$ cat src/rtl/freq_counter_pkg.sv
// Shared types and helpers for the frequency-counter blocks.
package freq_counter_pkg;

    typedef enum logic [1:0] {
        IDLE  = 2'd0,
        CLEAR = 2'd1,
        GATE  = 2'd2,
        LATCH = 2'd3
    } state_e;

    // Counter width able to hold 0..n-1; never narrower than one bit.
    function automatic int cnt_width(input int n);
        return (n <= 2) ? 1 : $clog2(n);
    endfunction

endpackage

$ cat src/rtl/pulse_edge_sync.sv
// Synchronizes an asynchronous pulse stream and flags its rising edges.
module pulse_edge_sync #(
    parameter int SYNC_STAGES = 2
) (
    input  logic clk,
    input  logic rst,
    input  logic i_pulse,
    input  logic i_load_hist,
    output logic o_edge
);

    logic [SYNC_STAGES-1:0] r_sync;
    logic                   r_hist;
    logic                   w_level;

    assign w_level = r_sync[SYNC_STAGES-1];

    always_ff @(posedge clk) begin
        if (rst) begin
            r_sync <= '0;
            r_hist <= 1'b0;
        end else begin
            r_sync <= {r_sync[SYNC_STAGES-2:0], i_pulse};
            r_hist <= w_level;
        end
    end

    // While the history is being loaded, any level seen is treated as old.
    assign o_edge = w_level & ~r_hist & ~i_load_hist;

endmodule

$ cat src/rtl/freq_gate_controller.sv
// Measurement sequencer: clears the divider, counts divided edges over a fixed gate, latches the result.
module freq_gate_controller
    import freq_counter_pkg::*;
#(
    parameter int GATE_CYCLES = 50_000_000,
    parameter int COUNT_W     = 32,
    parameter int SYNC_STAGES = 2,
    parameter int CLR_CYCLES  = 2
) (
    input  logic               clk,
    input  logic               rst,
    input  logic               start,
    input  logic               continuous,
    input  logic               pulse_in,
    output logic               div_rst,
    output logic               busy,
    output logic [COUNT_W-1:0] count,
    output logic               count_valid,
    output logic               overflow
);

    localparam int            GW        = cnt_width(GATE_CYCLES);
    localparam int            CW        = cnt_width(CLR_CYCLES);
    localparam logic [GW-1:0] GATE_LAST = GW'(GATE_CYCLES - 1);
    localparam logic [CW-1:0] CLR_LAST  = CW'(CLR_CYCLES - 1);

    state_e             r_state, w_next;
    logic [GW-1:0]      r_gate_cnt;
    logic [CW-1:0]      r_clr_cnt;
    logic [COUNT_W-1:0] r_ecnt, w_ecnt_nxt;
    logic               r_sat, w_sat_nxt;
    logic               w_edge;

    pulse_edge_sync #(.SYNC_STAGES(SYNC_STAGES)) u_sync (
        .clk        (clk),
        .rst        (rst),
        .i_pulse    (pulse_in),
        .i_load_hist(r_state == CLEAR),
        .o_edge     (w_edge)
    );

    always_comb begin
        w_next = r_state;
        case (r_state)
            IDLE:    if (start) w_next = CLEAR;
            CLEAR:   if (r_clr_cnt == CLR_LAST) w_next = GATE;
            GATE:    if (r_gate_cnt == GATE_LAST) w_next = LATCH;
            LATCH:   w_next = continuous ? CLEAR : IDLE;
            default: w_next = IDLE;
        endcase
    end

    // Saturating edge counter; the next value feeds the latch so a final-cycle edge is kept.
    always_comb begin
        w_ecnt_nxt = r_ecnt;
        w_sat_nxt  = r_sat;
        if (r_state == CLEAR) begin
            w_ecnt_nxt = '0;
            w_sat_nxt  = 1'b0;
        end else if (r_state == GATE && w_edge) begin
            if (&r_ecnt) w_sat_nxt  = 1'b1;
            else         w_ecnt_nxt = r_ecnt + 1'b1;
        end
    end

    always_ff @(posedge clk) begin
        if (rst) begin
            r_state     <= IDLE;
            r_gate_cnt  <= '0;
            r_clr_cnt   <= '0;
            r_ecnt      <= '0;
            r_sat       <= 1'b0;
            div_rst     <= 1'b0;
            count       <= '0;
            count_valid <= 1'b0;
            overflow    <= 1'b0;
        end else begin
            r_state     <= w_next;
            r_ecnt      <= w_ecnt_nxt;
            r_sat       <= w_sat_nxt;
            r_clr_cnt   <= (r_state == CLEAR && w_next == CLEAR) ? r_clr_cnt + 1'b1 : '0;
            r_gate_cnt  <= (r_state == GATE && w_next == GATE) ? r_gate_cnt + 1'b1 : '0;
            div_rst     <= (w_next == CLEAR);
            count_valid <= (w_next == LATCH);
            if (r_state == GATE && w_next == LATCH) begin
                count    <= w_ecnt_nxt;
                overflow <= w_sat_nxt;
            end
        end
    end

    assign busy = (r_state != IDLE);

endmodule

$ cat config.mk
export PLATFORM = sky130hd
export DESIGN_NAME = freq_gate_controller
export DESIGN_NICKNAME = d
export VERILOG_FILES = /design/src/rtl/freq_counter_pkg.sv /design/src/rtl/pulse_edge_sync.sv /design/src/rtl/freq_gate_controller.sv
export SDC_FILE = /design/constraint.sdc
export NUM_CORES = 1
export LEC_CHECK = 0
export BUFFER_PORTS_ARGS = -buffer_cell sky130_fd_sc_hd__clkbuf_2
export CAP_MARGIN = 20
export CORE_MARGIN = 2
export CORE_UTILIZATION = 48
export DETAILED_ROUTE_END_ITERATION = 6
export PLACE_DENSITY = 0.7
export SKIP_CTS_REPAIR_TIMING = 1
export SYNTH_ARGS = -nofsm -noshare
export SYNTH_HDL_FRONTEND = slang
export SYNTH_HIERARCHICAL = 1
export SYNTH_SLANG_ARGS = --single-unit
$ cat constraint.sdc
create_clock -name clk -period 1.95 [get_ports clk]
set_clock_uncertainty 0.05 [all_clocks]
set_input_delay 0.2925 -clock clk [delete_from_list [all_inputs] [get_ports clk]]
set_output_delay 0.2925 -clock clk [all_outputs]
set_load 0.03 [all_outputs]
# --- Yosys cells after proc, flatten, opt, wreduce, memory -nomap -nowiden ---
# Cells that the tools add are included.
classes:
  addsub: 3
  eq_ne: 7
  mux: 11
  bitwise: 6
  n_reduce_logical: 9
op_table:
  columns: ["op", "n"]
  rows:
  - ["two-way mux 32 bit", 3]
  - ["adder 32 x 1 -> 32 bit, second input constant", 1]
  - ["AND reduction 32 bit", 1]
  - ["adder 26 x 1 -> 26 bit, second input constant", 1]
  - ["equality test 26 bit, second input constant", 1]
  - ["equality test 2 bit, second input constant", 4]
  - ["one-hot mux 2 bit (4 select lines)", 1]
  - ["two-way mux 2 bit", 3]
  - ["equality test 2 x 1 -> 1 bit, second input constant", 2]
  - ["logical AND 1 bit", 4]
  - ["two-way mux 1 bit", 4]
  - ["inverter 1 bit", 4]
  - ["OR reduction 2 bit", 2]
  - ["bitwise AND 1 bit", 2]
  - ["logical NOT 2 bit", 1]
  - ["nonzero test 2 bit", 1]
  - ["adder 1 bit, second input constant", 1]
totals:
  regBits: 100
  in_bits: 5
  output_inout_bits: 36
  wordCells: 47

# --- Longest topological paths before layout ---
depth:
  depth_word: 7
  ltp_mapped: 9
  ltp_nobuf: 7

# --- Modules after synthesis ---
# The synthesis kept the hierarchy.
by_module_without_submodules:
  columns: ["module", "n_inst", "cells_per_inst", "area_each_um2", "seq_area_each_um2"]
  rows:
  - ["freq_gate_controller", 1, 442, 4045.1, 1941.9]
  - ["pulse_edge_sync", 1, 7, 91.3, 60.1]

# --- Worst setup path before layout ---
# No wires, ideal clock.
synth_timing:
  path_type: "register -> register"
  from: "reg r_ecnt[0]"
  to: "reg count[29]"
  setup_ps: 120
  arrival_ps: 1892
  t_required_ps: 1780
  slack_ps: -112
  stages_incl_launch_ff: 8
  n_path_buf: 0
  period_less_slack_ps: 2062
  cell_sequence: "dfxtp_1 > ha_1 > and4_1 > and2_1 > a2111o_1 > nor4_4 > xnor2_1 > o21ai_2"
synth_via:
  elab_chain_cells: 4
  word_cells_on_any_way: 5
  classes_between: "1 x add/sub; 3 x mux; 1 x reduce/logical"
synth_rtl:
  columns: ["element", "line", "source"]
  rows:
  - ["from (decl)", "freq_gate_controller.sv:30", "logic [COUNT_W-1:0] r_ecnt, w_ecnt_nxt;"]
  - ["from (signal assigned)", "freq_gate_controller.sv:79", "r_ecnt <= w_ecnt_nxt;"]
  - ["adder 32 x 1 -> 32 bit / AND reduction 32 bit (equally long branches)", "freq_gate_controller.sv:62, freq_gate_controller.sv:61", null]
  - ["two-way mux 32 bit (*)", "freq_gate_controller.sv:61", "if (&r_ecnt) w_sat_nxt = 1'b1;"]
  - ["two-way mux 32 bit (*)", "freq_gate_controller.sv:60", "end else if (r_state == GATE && w_edge) begin"]
  - ["two-way mux 32 bit (*)", "freq_gate_controller.sv:57", "if (r_state == CLEAR) begin"]
  - ["to (signal assigned)", "freq_gate_controller.sv:86", "count <= w_ecnt_nxt;"]
  - ["to (decl)", "freq_gate_controller.sv:17", "output logic [COUNT_W-1:0] count,"]
# Every way passes the cells marked *; elsewhere a longest branch is shown, timed or not.
# A chain may end at the register's enable or synchronous reset.

# --- Worst setup path after layout ---
layout_timing:
  from: "reg r_gate_cnt[1]"
  to: "reg count[23]"
layout_via:
  elab_chain_cells: 5
layout_rtl:
  columns: ["element", "line", "source"]
  rows:
  - ["from (decl)", "freq_gate_controller.sv:28", "logic [GW-1:0] r_gate_cnt;"]
  - ["from (signal assigned)", "freq_gate_controller.sv:82", "r_gate_cnt <= (r_state == GATE && w_next == GATE) ? r_gate_cnt + 1'b1 : '0;"]
  - ["equality test 26 bit", "freq_gate_controller.sv:47", "GATE: if (r_gate_cnt == GATE_LAST) w_next = LATCH;"]
  - ["two-way mux 2 bit", "freq_gate_controller.sv:47", null]
  - ["one-hot mux 2 bit (4 select lines)", "freq_gate_controller.sv:44", "case (r_state)"]
  - ["equality test 2 bit", "freq_gate_controller.sv:85", "if (r_state == GATE && w_next == LATCH) begin"]
  - ["logical AND 1 bit", "freq_gate_controller.sv:85", null]
# No other way between the ends.

==> results.py <==
metrics = {
    "pwr": {
        "swShare_pct": 22.05,
        "combPwrFrac_pct": 2.8,
        "p_per_area_mw_per_mm2": 635.5,
        "seq_power_share_pct": 58.1,
        "internal-power_uw": 2751,
        "pwr-share-clk_pct": 39.0,
        "netSwitchingPower_uw": 778.1,
        "peakVddDrop_mv": 0.4290,
        "cellLeakagePower_uw": 0.002189,
    },
    "clocking": {
        "path_clk_slew_ns": 0.09,
        "clock-sinks": 100,
        "htreeDepth": 3,
        "cts_buffers": 9,
        "clk_latency_ns": 0.37,
        "clk_path_buf_depth": 2,
        "cts_tree": "done",
        "cts_root_buf": "clkbuf_8",
    },
    "sta": {
        "rsz0062_at_grt": "true",
        "finalSetupViolations": 25,
        "relSlewSlack_pct": 76.68,
        "hold-worst-slack_ns": 0.08972,
        "setup_tns_ns": -0.9023,
        "fmax_mhz": 494.1,
        "layout_min_cycle_time_ns": 2.024,
        "period_share_pct": 103.8,
        "hold_viol": 0,
        "worst_pin_slew_ns": 0.3486,
        "worst_slack_ns": -0.07398,
        "slew_violations": 0,
    },
    "layout": {
        "drive_gt1_share_pct": 38.34,
        "diodes": 0,
        "area_growth_pct": 34.24,
        "multi_input_area_mm2": 0.002379,
        "regArea_mm2": 0.002012,
        "final_util_pct": 66.91,
        "fill_cells": 640,
        "final_nets": 555,
    },
    "min_path": {
        "hold_end": "u_sync/r_sync[0]$_SDFF_PP0_",
        "hold_depth": 2,
        "hold_start": "pulse_in",
        "min_path_type": "in2reg",
    },
    "critical_path": {
        "critPathRequiredTime_ns": 2.20,
        "ff2ff_setup_slack_ns": -0.07,
        "rr_worst_depth": 8,
        "r2r_start": "r_gate_cnt[1]$_SDFF_PP0_",
        "worst_setup_path_end_kind": "flip-flop",
        "worstSetupStartpointType": "flip-flop",
        "r2r_end": "count[23]$_SDFFE_PP0P_",
        "cp.arrival_ns": 2.27,
        "crit_type": "reg2reg",
        "crit_fanout": 6,
    },
    "routing": {
        "drc": 0,
        "dr.pass1.iters": 5,
        "vias_per_cell": 5.292,
        "drt_iter0_drc": 159,
        "wl_per_cell_um": 14.76,
        "routed_wl_mm": 9.710,
        "vias": 3482,
        "ant_nets": 0,
    },
    "flow_run": {
        "drv_cap": 0,
    },
    "run_status": {
        "violations": "negative setup slack",
        "status": "complete, but fails checks",
    },
    "floorplanning": {
        "pin_count": 41,
        "dieArea_mm2": 0.009376,
        "die_w_um": 96.83,
        "die_height_um": 96.83,
        "coreArea_mm2": 0.008299,
        "rows": 33,
        "start_util_pct": 49.84,
    },
    "grt": {
        "grt_pass1_vias": 3260,
        "antenna_found_initial": 0,
        "grt_usage_pct": 19.00,
        "grt_start_max_net_pins": 26,
        "grt-ovfl-total": 0,
        "grt_pass1_wl_mm": 14.92,
    },
    "synth": {
        "syn_inst": 449,
        "syn_nets": 456,
        "synth-main-ff-cell": "dfxtp_1",
        "synth-async-reset-ratio_pct": 0,
        "synth_seq_cells": 100,
        "syn_area_mm2": 0.004136,
        "ys_warn_count": 6,
        "synth_edf_count": 0,
        "avgSynthCellArea_um2": 9.213,
        "synth_cell_types": 44,
        "synth_seq_area_share_pct": 48.40,
    },
    "placed_design": {
        "io_buffers": 40,
        "dp_hpwl_mm": 6.229,
        "finalWeightedCongestion": 0.8219,
    },
}
power groups by stage:
stage,Sequential (uW),Combinational [uW],Clock (uW)
finish,2050,99.4,1380
global route,2050,107,1480
CTS,2050,96.1,1390
detailed placement,2100,95.8,0
global placement,2100,94.1,0
floorplan,2100,49.1,0
layout make-up:
class,count,area share [%]
clock buffers,11,2.726
clock inverters,5,1.037
inverters,4,0.2704
multi-input cells,329,42.83
flip-flops and latches,100,36.23
well taps,105,2.366
repair buffers,104,14.53
cell usage after synthesis (all sizes together) (3+ instances only):
master | instances | area (um^2)
a211oi | 8 | 60.06
and2 | 6 | 37.54
clkbuf | 8 | 30.03
nand2 | 47 | 186.4
buf | 8 | 63.80
xor2 | 35 | 306.5
o21ai | 25 | 200.2
a21oi | 3 | 15.01
nor4 | 7 | 116.4
and4 | 7 | 63.81
dfxtp | 100 | 2002
nand4 | 16 | 106.4
a31oi | 3 | 18.77
nor3 | 5 | 30.03
nand3 | 30 | 150.1
and3 | 11 | 68.82
nor2b | 4 | 25.02
nor2 | 86 | 325.3
xnor2 | 18 | 157.7
inv | 4 | 15.01
worst max-delay path: stages, from the launching register on:
cell and delay (ns):
dfxtp_2 0.37, ha_4 0.14, nand2_2 0.05, or3_4 0.41, buf_6 0.14, nor4_4 0.31
nand2_4 0.16, clkbuf_16 0.21, o21ai_2 0.12
state kept, by name (all words and copies together), names as in the netlist:
| register | flops |
|---|---|
| overflow | 1 |
| r_ecnt | 32 |
| count | 32 |
| count_valid | 1 |
| r_state | 2 |
| div_rst | 1 |
| r_sat | 1 |
| u_sync/r_hist | 1 |
| r_clr_cnt | 1 |
| u_sync/r_sync | 2 |
| r_gate_cnt | 26 |
per-layer routing:
| metal | track usage (%) | share of wire [%] | routed length, um |
|---|---|---|---|
| met1 | 25.71 | 46 | 4478 |
| met2 | 30.07 | 48 | 4618 |
| met3 | 3.468 | 4.3 | 416 |
| met4 | 7.584 | 2.0 | 196 |
| met5 | 0 | 0 | 0 |
kinds of logic after synthesis:
family,Yosys count,share of synthesized area [%]
mux,2,0.4840
buf+inv,20,2.631
flops,100,48.40
simple gates,229,28.74
fa+ha+maj,2,0.6049
compound gates,43,7.925
xor+xnor,53,11.22
worst max-delay path by stage:
stage                             startpoint                      to  slack [ns]  cells past startpoint
CTS                     r_ecnt[1]$_SDFF_PP0_  count[29]$_SDFFE_PP0P_       -0.12                      8
finish              r_gate_cnt[1]$_SDFF_PP0_  count[23]$_SDFFE_PP0P_       -0.07                      8
global route           r_state[0]$_SDFF_PP0_  count[29]$_SDFFE_PP0P_       -0.16                      8
floorplan               r_ecnt[1]$_SDFF_PP0_   r_ecnt[30]$_SDFF_PP0_       -0.05                      7
detailed placement      r_ecnt[1]$_SDFF_PP0_  count[29]$_SDFFE_PP0P_       -0.09                      8
global placement        r_ecnt[1]$_SDFF_PP0_  count[27]$_SDFFE_PP0P_       -0.03                      8
cell usage in the layout (no fill, tap or decap), types with 7 or more instances in the layout:
cell type	n
nand2_1	42
buf_4	49
clkbuf_8	11
dfxtp_2	8
buf_6	7
o21ai_2	23
xor2_2	13
xnor2_2	7
and3_1	11
clkbuf_2	40
dfxtp_1	92
nor2_1	81
nand4_1	15
nand3_1	27
xor2_1	22
xnor2_1	11
stage by stage:
stage	worst slack, ns	area (um^2)	total power [uW]	cells
floorplan	-0.05132	4163	2153	449
finish	-0.07398	5553	3529	658
global route	-0.1630	5553	3642	658
detailed placement	-0.09448	4856	2196	632
CTS	-0.1167	5065	3543	648
global placement	-0.02793	4856	2194	632
No activity file was read; power rests on OpenSTA's default activity.
